File: config.mk
export PLATFORM = sky130hd
export DESIGN_NAME = cpu_ma
export DESIGN_NICKNAME = d
export VERILOG_FILES = /design/src/rtl/cpu_ma_pkg.sv /design/src/rtl/cpu_ma_align.sv /design/src/rtl/cpu_ma.sv
export SDC_FILE = /design/constraint.sdc
export NUM_CORES = 1
export LEC_CHECK = 0
export CAP_MARGIN = 20
export CORE_AREA = 2 2 162 164
export CTS_BUF_LIST = sky130_fd_sc_hd__clkbuf_8
export DETAILED_ROUTE_END_ITERATION = 12
export DIE_AREA = 0 0 164 166
export SETUP_SLACK_MARGIN = 0.02
export SYNTH_ARGS = -nofsm -noshare
export SYNTH_HDL_FRONTEND = slang
export SYNTH_HIERARCHICAL = 1
export SYNTH_SLANG_ARGS = --single-unit
File: constraint.sdc
create_clock -name clk_i -period 4.32 [get_ports clk_i]
set_input_delay 0.864 -clock clk_i [delete_from_list [all_inputs] [get_ports clk_i]]
set_output_delay 0.864 -clock clk_i [all_outputs]
set_load 0.02 [all_outputs]
File: src/rtl/cpu_ma_pkg.sv
// Shared types and constants for the cpu_ma memory-access stage.
// Encodings follow RISC-V funct3 for access sizes; NOP_* describe a pipeline bubble.
package cpu_ma_pkg;

    localparam int unsigned XLEN = 32;

    typedef enum logic [1:0] {
        MA_NONE  = 2'd0,
        MA_LOAD  = 2'd1,
        MA_STORE = 2'd2
    } ma_mode_t;

    typedef enum logic [2:0] {
        MA_B  = 3'b000,
        MA_H  = 3'b001,
        MA_W  = 3'b010,
        MA_BU = 3'b100,
        MA_HU = 3'b101
    } ma_size_t;

    typedef enum logic [1:0] {
        WB_SRC_ALU = 2'd0,
        WB_SRC_MEM = 2'd1,
        WB_SRC_PC  = 2'd2,
        WB_SRC_CSR = 2'd3
    } wb_src_t;

    typedef enum logic {
        MA_IDLE = 1'b0,
        MA_WAIT = 1'b1
    } ma_state_t;

    localparam logic [XLEN-1:0] NOP_PC       = 32'hFFFF_FFFF;
    localparam logic [XLEN-1:0] NOP_IR       = 32'h0000_0013;
    localparam logic            NOP_WB_VALID = 1'b0;

    // True when the access is not naturally aligned for its size.
    function automatic logic is_misaligned(ma_size_t size, logic [1:0] lo);
        case (size)
            MA_H, MA_HU: return lo[0];
            MA_W:        return lo != 2'b00;
            default:     return 1'b0;
        endcase
    endfunction

endpackage

File: src/rtl/cpu_ma_align.sv
// Combinational lane logic: store byte enables / replicated write data and
// load byte/halfword extraction with sign or zero extension.
module cpu_ma_align
    import cpu_ma_pkg::*;
(
    input  ma_size_t    size,
    input  logic [1:0]  lane_addr,
    input  logic        store,
    input  logic [31:0] store_data,
    input  logic [31:0] rdata,
    output logic [3:0]  be,
    output logic [31:0] wdata,
    output logic [31:0] load_data
);

    logic [1:0]  lane;
    logic [15:0] shifted;

    always_comb begin
        lane      = 2'b00;
        be        = 4'b1111;
        wdata     = store_data;
        load_data = rdata;

        // Halfwords snap to a[1]; words always use lane 0.
        case (size)
            MA_B, MA_BU: begin
                lane  = lane_addr;
                wdata = {4{store_data[7:0]}};
                if (store) be = 4'b0001 << lane;
            end
            MA_H, MA_HU: begin
                lane  = {lane_addr[1], 1'b0};
                wdata = {2{store_data[15:0]}};
                if (store) be = 4'b0011 << lane;
            end
            default: ;
        endcase

        shifted = 16'(rdata >> {lane, 3'b000});

        case (size)
            MA_B:    load_data = {{24{shifted[7]}}, shifted[7:0]};
            MA_BU:   load_data = {24'b0, shifted[7:0]};
            MA_H:    load_data = {{16{shifted[15]}}, shifted[15:0]};
            MA_HU:   load_data = {16'b0, shifted[15:0]};
            default: load_data = rdata;
        endcase
    end

endmodule

File: src/rtl/cpu_ma.sv
// Memory-access pipeline stage: data-memory req/ack, stall, forwarding and WB register.
// Optional macro CPU_MA_MISALIGN_TRAP_EN: misaligned H/HU/W faults instead of accessing.
module cpu_ma
    import cpu_ma_pkg::*;
#(
    parameter int unsigned DMEM_TIMEOUT = 255
) (
    input  logic        clk_i,
    input  logic        reset_n_i,
    input  logic [31:0] pc_i,
    input  logic [31:0] ir_i,
    input  logic [31:0] ma_addr_i,
    input  ma_mode_t    ma_mode_i,
    input  ma_size_t    ma_size_i,
    input  logic [31:0] ma_data_i,
    input  wb_src_t     wb_src_i,
    input  logic [31:0] wb_data_i,
    input  logic        wb_valid_i,
    output logic        dmem_req_o,
    output logic        dmem_we_o,
    output logic [31:0] dmem_addr_o,
    output logic [3:0]  dmem_be_o,
    output logic [31:0] dmem_wdata_o,
    input  logic        dmem_ack_i,
    input  logic [31:0] dmem_rdata_i,
    output logic        stall_async_o,
    output logic [4:0]  wb_addr_async_o,
    output logic [31:0] wb_data_async_o,
    output logic        wb_ready_async_o,
    output logic        wb_valid_async_o,
    output logic        empty_async_o,
    output logic        fault_o,
    output logic [31:0] pc_o,
    output logic [31:0] ir_o,
    output logic [31:0] wb_data_o,
    output logic        wb_valid_o
);

    localparam int unsigned CNT_W = (DMEM_TIMEOUT < 2) ? 1 : $clog2(DMEM_TIMEOUT + 1);

    ma_state_t        state, state_n;
    logic [CNT_W-1:0] cnt, cnt_n;
    logic             req, timeout, mis_fault, misalign, ack, bubble;
    logic [31:0]      load_data;

`ifdef CPU_MA_MISALIGN_TRAP_EN
    assign misalign = is_misaligned(ma_size_i, ma_addr_i[1:0]);
`else
    assign misalign = 1'b0;
`endif

    cpu_ma_align u_align (
        .size       (ma_size_i),
        .lane_addr  (ma_addr_i[1:0]),
        .store      (ma_mode_i == MA_STORE),
        .store_data (ma_data_i),
        .rdata      (dmem_rdata_i),
        .be         (dmem_be_o),
        .wdata      (dmem_wdata_o),
        .load_data  (load_data)
    );

    always_ff @(posedge clk_i or negedge reset_n_i) begin
        if (!reset_n_i) begin
            state <= MA_IDLE;
            cnt   <= '0;
        end else begin
            state <= state_n;
            cnt   <= cnt_n;
        end
    end

    // Request/next-state; the WAIT counter starts at 1 so req lasts DMEM_TIMEOUT cycles.
    always_comb begin
        state_n   = state;
        cnt_n     = cnt;
        req       = 1'b0;
        timeout   = 1'b0;
        mis_fault = 1'b0;
        unique case (state)
            MA_IDLE: begin
                if (ma_mode_i != MA_NONE) begin
                    if (misalign) begin
                        mis_fault = 1'b1;
                    end else begin
                        req = 1'b1;
                        if (!dmem_ack_i) begin
                            state_n = MA_WAIT;
                            cnt_n   = CNT_W'(1);
                        end
                    end
                end
            end
            MA_WAIT: begin
                if (DMEM_TIMEOUT != 0 && cnt == CNT_W'(DMEM_TIMEOUT)) begin
                    timeout = 1'b1;
                    state_n = MA_IDLE;
                    cnt_n   = '0;
                end else begin
                    req = 1'b1;
                    if (dmem_ack_i) begin
                        state_n = MA_IDLE;
                        cnt_n   = '0;
                    end else begin
                        cnt_n = cnt + CNT_W'(1);
                    end
                end
            end
            default: begin
                state_n = MA_IDLE;
                cnt_n   = '0;
            end
        endcase
        // Reset must drop the request without waiting for a clock edge.
        if (!reset_n_i) begin
            req       = 1'b0;
            timeout   = 1'b0;
            mis_fault = 1'b0;
        end
    end

    assign ack    = req && dmem_ack_i;
    assign bubble = (req && !dmem_ack_i) || timeout;

    assign dmem_req_o       = req;
    assign dmem_we_o        = req && (ma_mode_i == MA_STORE);
    assign dmem_addr_o      = {ma_addr_i[31:2], 2'b00};
    assign stall_async_o    = req && !dmem_ack_i;
    assign wb_addr_async_o  = ir_i[11:7];
    assign wb_data_async_o  = (wb_src_i == WB_SRC_MEM) ? load_data : wb_data_i;
    assign wb_ready_async_o = !((wb_src_i == WB_SRC_MEM) && !ack);
    assign wb_valid_async_o = wb_valid_i;
    assign empty_async_o    = (pc_i == NOP_PC);

    // WB bundle register; stalled or timed-out instructions leave a bubble.
    always_ff @(posedge clk_i or negedge reset_n_i) begin
        if (!reset_n_i) begin
            pc_o       <= NOP_PC;
            ir_o       <= NOP_IR;
            wb_data_o  <= '0;
            wb_valid_o <= NOP_WB_VALID;
            fault_o    <= 1'b0;
        end else begin
            fault_o <= timeout || mis_fault;
            if (bubble) begin
                pc_o       <= NOP_PC;
                ir_o       <= NOP_IR;
                wb_data_o  <= '0;
                wb_valid_o <= NOP_WB_VALID;
            end else begin
                pc_o       <= pc_i;
                ir_o       <= ir_i;
                wb_data_o  <= wb_data_async_o;
                wb_valid_o <= wb_valid_i && !mis_fault;
            end
        end
    end

endmodule

After elaboration in Yosys (flattened, before gate mapping)

Cells that the tools add are included.

Word-level logic and storage cells: 61
Output and inout bits: 209
Register bits: 107
Input port bits: 203

Reductions and logical operators: 13
Add/sub/neg operators: 1
Mux-type cells: 27
Bitwise gates (word level): 1
Equality and inequality tests: 9
Shifts and indexed selects: 3

Operators by type and width:

| kind                                                                   | count |
|---|---|
| 32-bit two-way mux                                                     | 4 |
| 32-bit case mux with 4 select lines                                    | 1 |
| 32-bit case mux with 2 select lines                                    | 1 |
| 32-bit equality test (second input constant)                           | 1 |
| 8-bit two-way mux                                                      | 4 |
| 32-bit by 5-bit right shift with 16-bit output                         | 1 |
| 8-bit case mux with 2 select lines                                     | 1 |
| 1-bit two-way mux                                                      | 10 |
| 8-bit by 1-bit adder with 8-bit output (second input constant)         | 1 |
| 8-bit equality test (second input constant)                            | 1 |
| 4-bit two-way mux                                                      | 2 |
| 4-bit case mux with 2 select lines                                     | 1 |
| 3-bit equality test (second input constant)                            | 2 |
| 1-bit logical AND                                                      | 4 |
| 2-bit != test (second input constant)                                  | 2 |
| 1-bit case mux with 2 select lines                                     | 2 |
| 2-bit case mux with 2 select lines                                     | 1 |
| 2-bit OR reduction                                                     | 2 |
| 1-bit by 2-bit << shifter with 4-bit output (first input constant)     | 1 |
| 2-bit by 2-bit << shifter with 4-bit output (first input constant)     | 1 |
| 3-bit by 1-bit equality test with 1-bit output (second input constant) | 1 |
| 1-bit zero test                                                        | 3 |
| 3-bit zero test                                                        | 1 |
| 2-bit by 1-bit equality test with 1-bit output (second input constant) | 1 |
| 5 further kinds                                                        | 5 |

Longest topological paths before layout

Gate-level depths: netlist of run 1.

Depth after elaboration: 8
Gate-level depth with buffers: 9
Gate-level depth less buffers: 6

By module

Netlist of run 1, hierarchy kept.

By module, submodules not included:

| module       | area each (sq um) | seq. area each (sq um) | times used | cells each |
|---|---|---|---|---|
| cpu_ma       | 4466.8            | 2721.4                 | 1          | 348 |
| cpu_ma_align | 1266.2            | 0.0                    | 1          | 167 |

Least setup slack after synthesis of run 1

OpenSTA, ideal clock, no wires.

Kind: in2out
From: input ma_size_i[1]
To: output wb_data_async_o[10]
Setup slack: 0.884 ns
Data required time: 3.456 ns
Stages on the path: 7
Path buffers: 2
Data arrival time: 2.572 ns
Cells stage by stage: buf_6 -> or3b_1 -> buf_6 -> or3_4 -> o2111a_4 -> a221o_1 -> mux2_2

Cells in the longest elaborated chain, start to end: 6
Elaborated cells between the ends (all ways): 10
Classes of those cells: 3 x eq/ne; 1 x shift; 3 x mux; 3 x reduce/logical

RTL lines:

| what                                                                   | line                                   | text |
|---|---|---|
| start, declared                                                        | cpu_ma.sv:14                           | `input ma_size_t ma_size_i,` |
| 3-bit by 1-bit equality test with 1-bit output (tied with other cells) | cpu_ma_align.sv:26, cpu_ma_align.sv:42 |  |
| 2-bit OR reduction                                                     | cpu_ma_align.sv:26                     | `case (size)` |
| 2-bit case mux with 2 select lines                                     | cpu_ma_align.sv:26                     |  |
| 32-bit by 5-bit right shift with 16-bit output                         | cpu_ma_align.sv:40                     | `shifted = 16'(rdata >> {lane, 3'b000});` |
| 32-bit case mux with 4 select lines (*)                                | cpu_ma_align.sv:42                     | `case (size)` |
| net load_data[10]                                                      | cpu_ma.sv:44                           | `logic [31:0] load_data;` |
| 32-bit two-way mux (*)                                                 | cpu_ma.sv:130                          | `assign wb_data_async_o = (wb_src_i == WB_SRC_MEM) ? load_data : wb_data_i;` |
| end, declared                                                          | cpu_ma.sv:28                           | `output logic [31:0] wb_data_async_o,` |

The timed path passes the listed nets; every way through them passes the cells marked *.

Worst setup path in the final report of run 1

From: input ma_size_i[0]
To: output wb_data_async_o[20]

The elaborated chain is that of the path after synthesis.

==> results.json, run 1 <==
{
  "clk_latency_ns": 0.39,
  "avgSynthCellArea_um2": 11.1,
  "drive_gt1_share_pct": 18.7,
  "r2r_start": "cnt[0]$_DFFE_PN0P_",
  "design.core.area_um2": 25600,
  "drt_iter0_markers": 211,
  "cp_data_required_time_ns": 3.46,
  "hold_viol": 0,
  "top_layer_used": "met4",
  "ys_seq_area_share_pct": 47.5,
  "vias": 5002,
  "period_share_pct": 96.8,
  "htree_levels": 3,
  "grt_pass1_wl_mm": 31.7,
  "slew-limit-headroom_pct": 44.2,
  "wl_per_cell_um": 18.6,
  "syn_inst": 515,
  "r2r_end": "wb_data_o[30]$_DFF_PN0_",
  "synth_async_sr_flop_share_pct": 100,
  "synth.area.top_cells": "dfrtp_1 (31%), dfstp_2 (16%), mux2_2 (9.6%)",
  "dp_cells": 1147,
  "fp-row-count": 59,
  "r2r_slack_ns": 1.96,
  "critPathKind": "input port to primary output",
  "ys_ff_latch": 107,
  "cts_sinks": 107,
  "stdcell_count": 1166,
  "yosys_warnings": 6,
  "grt_pass1_vias": 5214,
  "port-buffer-count": 349,
  "worstSetupStartpointType": "input port",
  "ys_types": 57,
  "antenna_found_initial": 0,
  "cts_root_buffer": "clkbuf_8",
  "status": "completed",
  "fmax_ghz": 0.239,
  "cts_buffer_depth": 2,
  "die_h_um": 166,
  "ys.flop_type": "dfrtp_1",
  "grt_max_degree": 73,
  "yosys.area.top_type": "dfrtp_1",
  "period_needed_ns": 4.18,
  "dp_hpwl_mm": 17.1,
  "hold_path_class": "flop to flop",
  "yosys.area.top_type_share_pct": 31.4,
  "start_util_pct": 22.4,
  "die_x_um": 164,
  "tritoncts": "done",
  "p_leak_nw": 3.93,
  "crit_start": "ma_size_i[0]",
  "area_delta_synth_final_pct": 66.0,
  "diodes": 0,
  "r2r_cells": 6,
  "power.density_nw_per_um2": 276,
  "firstDrtPassIters": 4,
  "setup_slack_ns": 0.140,
  "synthesis.area_um2": 5730,
  "cp_data_arrival_time_ns": 3.32,
  "crit_end": "wb_data_async_o[20]",
  "hold_buffers": 0,
  "grtUsageTotal_pct": 15.6,
  "endpoint_kind": "primary output",
  "final_max_slew_viol_count": 0,
  "totalWireLength_mm": 21.7,
  "max_slew.worst_pin.slew_ns": 0.836,
  "viasPerCell": 4.29,
  "clk_pin_slew_worst_paths_ns": 0.12,
  "drc": 0,
  "setup_viol": 0,
  "drv_cap": 0,
  "whs_ns": 0.566,
  "nFillCells": 2548,
  "dr_wl_met3_mm": 1.31,
  "place_ws_ns": -0.0821,
  "fin_nets": 1030,
  "final_util_pct": 37.1,
  "wl_met1_mm": 8.40,
  "vdd_drop_max_v": 0.000143,
  "gp_congestion": 0.785,
  "die_area_um2": 27200,
  "ant_nets": 0,
  "grt_setup_unrepaired": "false",
  "wl_met2_mm": 11.5,
  "io_pins": 412,
  "synth_edf_count": 0,
  "path_max_fanout": 5,
  "grt.overflow.total": 0,
  "total_power_mw": 2.63,
  "numCtsBuffers": 9,
  "fin_skew_ns": 0.0279
}
-- where the power goes --
group | internal (mW) | switching (mW)
sequential | 1.09 | 0.0257
combinational | 0.467 | 0.415
clock | 0.221 | 0.407
-- layout by cell type (no fill, tap or decap), drive strengths merged, types with 2 or more instances in the layout --
cell and count:
nor2b 21, nand2b 35, nor3b 2, mux2 49, clkbuf 9, clkinv 2, a22o 7, and2 63
dlygate4sd2 9, o21ai 37, buf 32, nand4 9, o211ai 3, nand2 18, conb 2, nor2 12
or3b 2, clkdlybuf4s50 321, o2111ai 3, mux2i 13, and4 2, or4 3, dlymetal6s2s 13, o211a 2
clkinvlp 2, a221o 8, nor3 3, dfstp 35, a22oi 4, xor2 4, dfrtp 72, o31a 2
or2b 2, o22a 2, a21oi 4, and3 2, inv 9
-- metrics by stage --
stage	setup TNS (ns)	cell area, um^2
2_1_floorplan	0	5740
3_3_place_gp	-0.0798	9270
3_5_place_dp	-0.781	9270
4_1_cts	0	9460
5_1_grt	0	9520
6_report	0	9520
-- area by class of cell --
class / count / area (um^2) / share of cell area (%)
Inverter: 6 / 22.5 / 0.237
Clock inverter: 7 / 63.8 / 0.671
Sequential cell: 107 / 2720 / 28.6
Multi-Input combinational cell: 327 / 2430 / 25.5
Tap cell: 335 / 419 / 4.40
Clock buffer: 9 / 124 / 1.30
Timing Repair Buffer: 375 / 3730 / 39.2
-- flip-flops by register name, indices dropped and copies added, names as in the netlist --
name / flops
cnt: 8
fault_o: 1
ir_o: 32
pc_o: 32
state: 1
wb_data_o: 32
wb_valid_o: 1
-- kinds of logic (layout without fill, tap and decap cells) --
family          Yosys count  after routing  synth area share, %
simple gates            177            177                 18.8
flops                   107            107                 47.5
buf+inv                  82            397                 10.5
compound gates           80             80                 10.2
mux                      62             62                 11.9
xor+xnor                  5              5                0.764
fa+ha+maj                 1              1                0.218
other cells               1              2               0.0654
-- synth_stat cells (3+ instances only) --
| library cell | count |
|---|---|
| a21oi_1 | 4 |
| buf_2 | 8 |
| xor2_1 | 4 |
| nand4_1 | 9 |
| o211ai_1 | 3 |
| a22o_2 | 6 |
| buf_6 | 7 |
| inv_1 | 6 |
| o21ai_0 | 36 |
| nand2_1 | 18 |
| clkbuf_1 | 9 |
| dfstp_2 | 35 |
| a221o_1 | 8 |
| mux2_2 | 49 |
| clkbuf_8 | 5 |
| or4_1 | 3 |
| nor2_1 | 12 |
| buf_4 | 46 |
| nor2b_1 | 21 |
| and2_1 | 63 |
| mux2i_1 | 13 |
| dfrtp_1 | 72 |
| nand2b_1 | 35 |
| a22oi_1 | 4 |
-- worst min-delay path by stage --
stage                          to                from  cells past startpoint
5_1_grt        cnt[7]$_DFFE_PN0P_  cnt[7]$_DFFE_PN0P_                      2
4_1_cts        cnt[5]$_DFFE_PN0P_  cnt[5]$_DFFE_PN0P_                      2
3_3_place_gp   cnt[5]$_DFFE_PN0P_  cnt[5]$_DFFE_PN0P_                      2
2_1_floorplan  cnt[5]$_DFFE_PN0P_  cnt[5]$_DFFE_PN0P_                      2
3_5_place_dp   cnt[5]$_DFFE_PN0P_  cnt[5]$_DFFE_PN0P_                      2
6_report       cnt[5]$_DFFE_PN0P_  cnt[5]$_DFFE_PN0P_                      2
-- timing repair --
action                     in CTS  in global routing
setup endpoints to repair      16                 16
pin swaps                       0                  0
buffers inserted                2                  1
resized for setup              11                 16
-- metal layers --
layer,up-vias,GRT usage (%)
met4,0,5.49
met1,2399,17.5
met2,221,29.0
li1,2341,-
met3,41,2.85
met5,-,0
-- critical path: stages --
cell             delay, ns
clkdlybuf4s50_1       0.48
or3b_1                0.43
or3_4                 0.36
o2111ai_2             0.17
buf_6                 0.18
buf_4                 0.14
o21ai_0               0.08
mux2_2                0.28
dlygate4sd2_1         0.33
Power figures use the tool's default switching activity.
==> run 2: changes to the inputs <==
- RECOVER_POWER: not set -> 50
==> run 2 against run 1 <==
  * The run now ends with max-capacitance violations, max-slew violations left
  * Non-clock buffer count stayed put
  * Maximum frequency hardly changed
  * Sequential cell count stayed put
  * Sequential share of layout area is 0.068 points higher
  * Global-route usage stayed put
  * Sequential power hardly changed
  * Via count is 0.26% higher
  * Setup slack worse by 0.0025 ns
  * Clock skew is 0.0022 ns higher
  * Combinational power is 2% lower
==> results.json, run 2 (same netlist as run 1, synthesis figures left out) <==
{
  "status": "finished with violations",
  "failed_checks": "max-capacitance violations, max-slew violations",
  "tritoncts": "done",
  "hold_buffers": 0,
  "htree_levels": 3,
  "setup_slack_ns": 0.137,
  "gp_congestion": 0.785,
  "vdd_drop_max_v": 0.000142,
  "final_max_slew_viol_count": 90,
  "fin_nets": 1030,
  "critPathKind": "input port to primary output",
  "fin_skew_ns": 0.0301,
  "grt.overflow.total": 0,
  "vias": 5015,
  "cp_data_required_time_ns": 3.46,
  "drv_cap": 2,
  "p_leak_nw": 3.96,
  "firstDrtPassIters": 4,
  "period_share_pct": 96.8,
  "max_slew.worst_pin.slew_ns": 2.48,
  "io_pins": 412,
  "dp_hpwl_mm": 17.1,
  "final_cell_mix": "clkdlybuf4s50_1 (279), dfrtp_1 (72), mux2_2 (49), and2_1 (43), dlygate4sd3_1 (42)",
  "antenna_found_initial": 0,
  "wl_per_cell_um": 18.6,
  "drive_gt1_share_pct": 18.2,
  "start_util_pct": 22.4,
  "worstSetupStartpointType": "input port",
  "port-buffer-count": 349,
  "whs_ns": 0.566,
  "clk_pin_slew_worst_paths_ns": 0.12,
  "place_ws_ns": -0.0821,
  "dp_cells": 1147,
  "cts_sinks": 107,
  "grt_pass1_wl_mm": 31.7,
  "final_area_um2": 9490,
  "design.core.area_um2": 25600,
  "hold_viol": 0,
  "endpoint_kind": "primary output",
  "cts_root_buffer": "clkbuf_8",
  "fmax_ghz": 0.239,
  "slew-limit-headroom_pct": -67.0,
  "final_util_pct": 37.1,
  "setup_viol": 0,
  "hold_path_class": "flop to flop",
  "place_area_um2": 9270,
  "grt_pass1_vias": 5214,
  "power.density_nw_per_um2": 275,
  "totalWireLength_mm": 21.7,
  "fin_tns_setup_ns": 0,
  "stdcell_count": 1166,
  "grt_max_degree": 73,
  "clk_latency_ns": 0.39,
  "die_area_um2": 27200,
  "ant_nets": 0,
  "grt_setup_unrepaired": "false",
  "diodes": 0,
  "total_power_mw": 2.61,
  "largestRegisters": "ir_o (32), pc_o (32), wb_data_o (32)",
  "fp-row-count": 59,
  "mostFrequentLayoutCell": "clkdlybuf4s50_1",
  "nFillCells": 2552,
  "die_h_um": 166,
  "period_needed_ns": 4.18,
  "drt_iter0_markers": 200,
  "path_max_fanout": 5,
  "cp_data_arrival_time_ns": 3.32,
  "grtUsageTotal_pct": 15.6,
  "viasPerCell": 4.30,
  "area_delta_synth_final_pct": 65.6,
  "die_x_um": 164,
  "drc": 0,
  "numCtsBuffers": 9,
  "cts_buffer_depth": 2
}
[run 2: cell count changes in the layout (fill, tap and decap cells not counted), moves of 2 or more]
cell             change
and2_0              +20
and2_1              -20
buf_4                -2
clkdlybuf4s50_1     -42
dlygate4sd3_1       +42
[run 2: final cells by class]
| type | count | area, um^2 | area share, % |
|---|---|---|---|
| multi-input cells | 327 | 2410 | 25.4 |
| inverters | 6 | 22.5 | 0.237 |
| clock buffers | 9 | 124 | 1.30 |
| flip-flops and latches | 107 | 2720 | 28.7 |
| well taps | 335 | 419 | 4.42 |
| clock inverters | 7 | 63.8 | 0.672 |
| repair buffers | 375 | 3730 | 39.3 |
[run 2: critical path, stage by stage]
cell             delay, ns
clkdlybuf4s50_1       0.48
or3b_1                0.43
or3_4                 0.36
o2111ai_2             0.17
buf_6                 0.18
buf_4                 0.14
o21ai_0               0.08
mux2_2                0.28
dlygate4sd2_1         0.33
[run 2: final timing paths]
check	cells after the start	endpoint	from	slack [ns]
worst max-delay path	9	wb_data_async_o[20]	ma_size_i[0]	0.14
worst min-delay path	2	cnt[5]$_DFFE_PN0P_	cnt[5]$_DFFE_PN0P_	0.57
worst max register to register	6	wb_data_o[30]$_DFF_PN0_	cnt[0]$_DFFE_PN0P_	0.55
worst min register to register	2	cnt[5]$_DFFE_PN0P_	cnt[5]$_DFFE_PN0P_	0.57
max in group asynchronous	3	ir_o[25]$_DFF_PN0_	reset_n_i	1.50
min in group asynchronous	2	wb_data_o[5]$_DFF_PN0_	reset_n_i	0.77
[run 2: power breakdown]
group / total, mW / switching, mW / internal (mW)
clock: 0.629 / 0.408 / 0.221
sequential: 1.12 / 0.0241 / 1.09
combinational: 0.867 / 0.415 / 0.453
[run 2: what timing repair did]
action	in CTS	in global routing
buffers inserted	2	1
setup endpoints to repair	16	16
pin swaps	0	0
gates resized for setup	11	16
cloned	0	0
[run 2: metal layers]
layer	global-route usage (%)	vias to the layer above	routed length (um)
li1	-	2338	-
met1	17.5	2415	8490
met2	29.0	221	11500
met3	2.85	41	1270
met4	5.49	0	478
met5	0	-	0
==> run 3: changes to the inputs <==
- PLACE_DENSITY_LB_ADDON: not set -> 0.05
==> run 3 against run 2 <==
  * The flow still finishes with violations (max-capacitance violations, max-slew violations)
  * Maximum frequency shrank 0.73%
  * Clock-buffer cell count did not move
  * Final area grew 0.55%
  * Critical endpoint is now wb_data_async_o[26]
  * Largest cell class unchanged
  * Largest power group unchanged
==> results.json, run 3 (same netlist as run 1, synthesis figures left out) <==
{
  "gp_congestion": 0.767,
  "antenna_found_initial": 1,
  "fin_nets": 1030,
  "fp-row-count": 59,
  "wl_met1_mm": 7.98,
  "htree_levels": 3,
  "drv_cap": 1,
  "slew-limit-headroom_pct": -75.5,
  "switching_share_pct": 31.3,
  "grt_max_degree": 98,
  "drt_iter0_markers": 218,
  "pwr-share-comb_pct": 32.8,
  "design.core.area_um2": 25600,
  "clk_latency_ns": 0.38,
  "diodes": 0,
  "viasPerCell": 4.33,
  "vdd_drop_max_v": 0.000192,
  "grt_pass1_wl_mm": 33.5,
  "power.density_nw_per_um2": 282,
  "worstSetupStartpointType": "input port",
  "p_int_mw": 1.85,
  "endpoint_kind": "primary output",
  "nFillCells": 2534,
  "status": "finished with violations",
  "numCtsBuffers": 9,
  "setup_slack_ns": 0.106,
  "grtUsageTotal_pct": 16.5,
  "fmax_ghz": 0.237,
  "cts_setup_buffers": 0,
  "grt.overflow.total": 0,
  "cts_sinks": 107,
  "period_needed_ns": 4.21,
  "final_cell_mix": "clkdlybuf4s50_1 (325), dfrtp_1 (72), and2_1 (55), mux2_2 (49), o21ai_0 (36)",
  "drive_gt1_share_pct": 17.6,
  "ant_nets": 0,
  "grt_pass1_vias": 5443,
  "drc": 0,
  "io_pins": 412,
  "final_max_slew_viol_count": 49,
  "vias": 5052,
  "die_h_um": 166,
  "max_slew.worst_pin.slew_ns": 2.63,
  "clk_pin_slew_worst_paths_ns": 0.12,
  "totalWireLength_mm": 22.8,
  "start_util_pct": 22.4,
  "critPathKind": "input port to primary output",
  "setup_viol": 0,
  "hold_viol": 0,
  "p_switching_mw": 0.843,
  "grt_setup_unrepaired": "false",
  "place_ws_ns": -0.0899,
  "cts_root_buffer": "clkbuf_8",
  "fin_skew_ns": 0.0181,
  "p_leak_nw": 3.97,
  "wl_per_cell_um": 19.6,
  "cp_data_required_time_ns": 3.46,
  "path_max_fanout": 8,
  "firstDrtPassIters": 4,
  "tritoncts": "done",
  "total_power_mw": 2.69,
  "cp_data_arrival_time_ns": 3.35,
  "die_x_um": 164,
  "period_share_pct": 97.5,
  "pwr-share-seq_pct": 41.6,
  "wl_met2_mm": 12.7,
  "cts_buffer_depth": 2,
  "dp_hpwl_mm": 18.4,
  "die_area_um2": 27200,
  "port-buffer-count": 349,
  "power_frac_clock_pct": 25.6,
  "hold_path_class": "flop to flop",
  "top_layer_used": "met5",
  "largestRegisters": "ir_o (32), pc_o (32), wb_data_o (32)",
  "dr_wl_met3_mm": 1.59,
  "failed_checks": "max-capacitance violations, max-slew violations",
  "mostFrequentLayoutCell": "clkdlybuf4s50_1",
  "area_delta_synth_final_pct": 66.5
}
run 3: changes by cell type in the layout (fill, tap and decap cells not counted), sizes merged:
cell and change:
inv +1, dlygate4sd2 -6, dlygate4sd3 -41, bufinv +1
buf -4, clkinvlp -2, dlymetal6s2s +5, clkdlybuf4s50 +46
run 3: power by group through the flow:
stage / Combinational (mW) / Clock, mW / Sequential (mW)
after detailed placement: 0.900 / 0 / 1.14
after CTS: 0.903 / 0.735 / 1.12
after floorplan: 0.338 / 0 / 1.23
after global placement: 0.901 / 0 / 1.14
final: 0.883 / 0.690 / 1.12
after global routing: 0.940 / 0.777 / 1.13
run 3: critical path, cell delays in order:
cell	delay, ns
clkdlybuf4s50_1	0.50
or3b_1	0.38
or3_4	0.36
o2111ai_2	0.11
buf_4	0.21
o21ai_0	0.09
mux2_2	0.28
clkdlybuf4s50_1	0.54
run 3: path summary, 6_finish.rpt:
kind	endpoint	from	slack (ns)	cells past startpoint
max	wb_data_async_o[26]	ma_addr_i[0]	0.11	8
min	cnt[5]$_DFFE_PN0P_	cnt[5]$_DFFE_PN0P_	0.58	2
max reg2reg	wb_data_o[31]$_DFF_PN0_	cnt[0]$_DFFE_PN0P_	1.85	6
min reg2reg	cnt[5]$_DFFE_PN0P_	cnt[5]$_DFFE_PN0P_	0.58	2
max in group asynchronous	wb_data_o[15]$_DFF_PN0_	reset_n_i	0.89	3
min in group asynchronous	state$_DFF_PN0_	reset_n_i	1.47	2
run 3: routing by layer:
| layer | global-route usage, % | up-vias |
|---|---|---|
| li1 | - | 2331 |
| met1 | 16.7 | 2454 |
| met2 | 32.2 | 219 |
| met3 | 4.12 | 46 |
| met4 | 5.87 | 2 |
| met5 | 0 | - |
run 3: final cells by class:
| class | count | area [um^2] | share of cell area, % |
|---|---|---|---|
| multi-input cells | 327 | 2430 | 25.4 |
| clock inverters | 7 | 103 | 1.07 |
| flip-flops and latches | 107 | 2720 | 28.5 |
| inverters | 6 | 22.5 | 0.236 |
| repair buffers | 375 | 3730 | 39.0 |
| well taps | 335 | 419 | 4.39 |
| clock buffers | 9 | 124 | 1.30 |
run 3: metrics by stage:
step | util, % | area [um^2] | cells | TNS (ns) | hold slack [ns]
after floorplan | - | 5740 | 516 | 0 | 0.505
after global placement | 36.3 | 9290 | 1150 | -1.00 | 0.527
after detailed placement | 36.3 | 9290 | 1150 | -0.719 | 0.543
after CTS | 37.2 | 9520 | 1166 | 0 | 0.574
after global routing | 37.3 | 9550 | 1166 | 0 | 0.633
final | 37.3 | 9550 | 1166 | 0 | 0.577
run 3: what timing repair did:
action / 4_1_cts / 5_1_grt
setup endpoints to repair: 18 / 21
hold buffers: 0 / 0
endpoints found under the hold margin: 0 / 0
gates resized for setup: 4 / 19
==> variant: new RTL, settings of run 2 <==
Put a register stage on the output `wb_addr_async_o`, cleared by the reset. The value now appears one clock later. The other outputs are not delayed to match.
--- a/src/rtl/cpu_ma.sv
+++ b/src/rtl/cpu_ma.sv
@@ -127,5 +127,11 @@
     assign dmem_addr_o      = {ma_addr_i[31:2], 2'b00};
     assign stall_async_o    = req && !dmem_ack_i;
-    assign wb_addr_async_o  = ir_i[11:7];
+    always_ff @(posedge clk_i or negedge reset_n_i) begin
+        if (!reset_n_i) begin
+            wb_addr_async_o <= '0;
+        end else begin
+            wb_addr_async_o <= ir_i[11:7];
+        end
+    end
     assign wb_data_async_o  = (wb_src_i == WB_SRC_MEM) ? load_data : wb_data_i;
     assign wb_ready_async_o = !((wb_src_i == WB_SRC_MEM) && !ack);
Formal check against the unedited RTL: not equivalent (Yosys sat finds a counterexample within 4 cycles, from zero or initial values and one cycle with reset_n_i low).
==> variant against run 2 <==
Setup slack worse by 0.0023 ns. Global-route usage up 0.42 points. Count of clock-buffer cells in the layout unchanged. Non-clock buffer count down 6. Power up 1.9%. Area after synthesis up 1.5%. Wire length up 2.3%. Fmax about the same. Sequential cell count up 5. Register-to-register slack better by 1.4 ns. Critical path depth down 1. Cell area up 0.80%. Utilization up 0.30 points. Largest cell class unchanged. Highest routed layer unchanged.
==> variant: results (changes against run 2) <==
Yosys
  • Top cells by count, synth: 77 x dfrtp_1, 63 x and2_1, 49 x mux2_2
  • Post-synthesis sequential area ratio: 0.489 (+0.0144)
  • Compound-gate portion of the synthesized area: 0.101 (-0.00154)
  • Synth Warn #: 6 (unchanged)
  • Top area cells in the synthesized netlist: dfrtp_1 33%, dfstp_2 16%, mux2_2 9.5%
  • Adder-cell share of the synthesized area: 0.00215 (-0.0000328)
  • Synth Area in XOR/XNOR: 0.00752 (-0.000115)

Pwr
  • Leak pwr: 3.95 nW (-0.23%)
  • Max VDD drop: 0.139 mV (-2.1%)

Timing
  • Final Skew: 0.0268 ns (-0.00328 ns)
  • Tightest Pin Transition: 0.736 ns (-1.74 ns)
  • Hold slack: 0.562 ns (-0.00367 ns)

Drt
  • Via count: 5060 (+0.90%)
  • Total Routed Length: 22.2 mm (+2.3%)
  • Iter 0 DRT Violations: 339 (+70%)

Worst setup path
  • Worst stage delay on the critical path: 0.59 ns (+0.11 ns)
  • Crit-path max FO: 16 (+11)
  • Flop-to-flop setup slack: 1.96 ns (+1.41 ns)

Placement
  • Dpl hpwl: 17.9 mm (+4.8%)
  • Dpl cells: 1149 (+0.17%)
  • Routability Congestion: 0.786 (+0.22%)
  • IO Port Bufs: 349 (unchanged)

GRT
  • Initial antenna violation count: 2 (+2)
  • GRT Overall Usage: 0.160 (+0.00424)
  • First-pass GRT wire length: 32.3 mm (+2.0%)
  • Largest net degree at the start of global routing: 115 (+58%)

Final layout
  • Share of cells above drive strength 1: 0.171 (-0.0106)
  • Fillers: 2535 (-0.67%)
  • Nets: 1029 (-0.097%)

Clock tree
  • Setup bufs post-CTS: 0 (-2)

Status
  • Status: complete, no violations
==> variant: changes by cell type after synthesis <==
cell | run 2 | this run
buf_4 | 46 | 41
dfrtp_1 | 72 | 77
==> variant: stage by stage <==
step	util	area (um2)	setup slack (ns)
2_1_floorplan	-	5820	0.884
6_report	0.374	9570	0.135
5_1_grt	0.374	9570	0.0299
4_1_cts	0.374	9570	0.0271
3_5_place_dp	0.367	9390	-0.0278
3_3_place_gp	0.367	9390	0.0320
==> variant: cell type report <==
type | instances | area share
timing repair buffer | 369 | 0.382
sequential | 112 | 0.297
multi-input combinational | 327 | 0.252
tap | 335 | 0.0438
clock buffer | 9 | 0.0129
clock inverter | 7 | 0.00850
inverter | 6 | 0.00235
antenna | 1 | 0.000262
==> variant: final timing paths <==
| path | depth (start not counted) | startpoint | to |
|---|---|---|---|
| max | 8 | ma_addr_i[1] | wb_data_async_o[21] |
| min | 2 | cnt[5] | cnt[5] |
| max reg2reg | 6 | cnt[0] | ir_o[26] |
| min reg2reg | 2 | cnt[5] | cnt[5] |
| max in group asynchronous | 2 | reset_n_i | cnt[5] |
| min in group asynchronous | 2 | reset_n_i | ir_o[24] |
==> variant: power breakdown <==
part | internal, mW | total (mW) | switching, mW
clock | 0.234 | 0.642 | 0.408
sequential | 1.14 | 1.16 | 0.0248
combinational | 0.440 | 0.855 | 0.414
total | 1.81 | 2.66 | 0.848
==> variant: metal layers <==
metal | vias up | track usage | wire [um]
li1 | 2343 | - | -
met1 | 2443 | 0.168 | 8040
met2 | 238 | 0.303 | 11800
met3 | 36 | 0.0425 | 1880
met4 | 0 | 0.0549 | 506
met5 | - | 0 | 0
==> variant: repair_timing <==
| action | 4_1_cts | 5_1_grt |
|---|---|---|
| endpoints found under the setup margin | 22 | 5 |
| gates resized for setup | 22 | 3 |
| hold buffers | 0 | 0 |
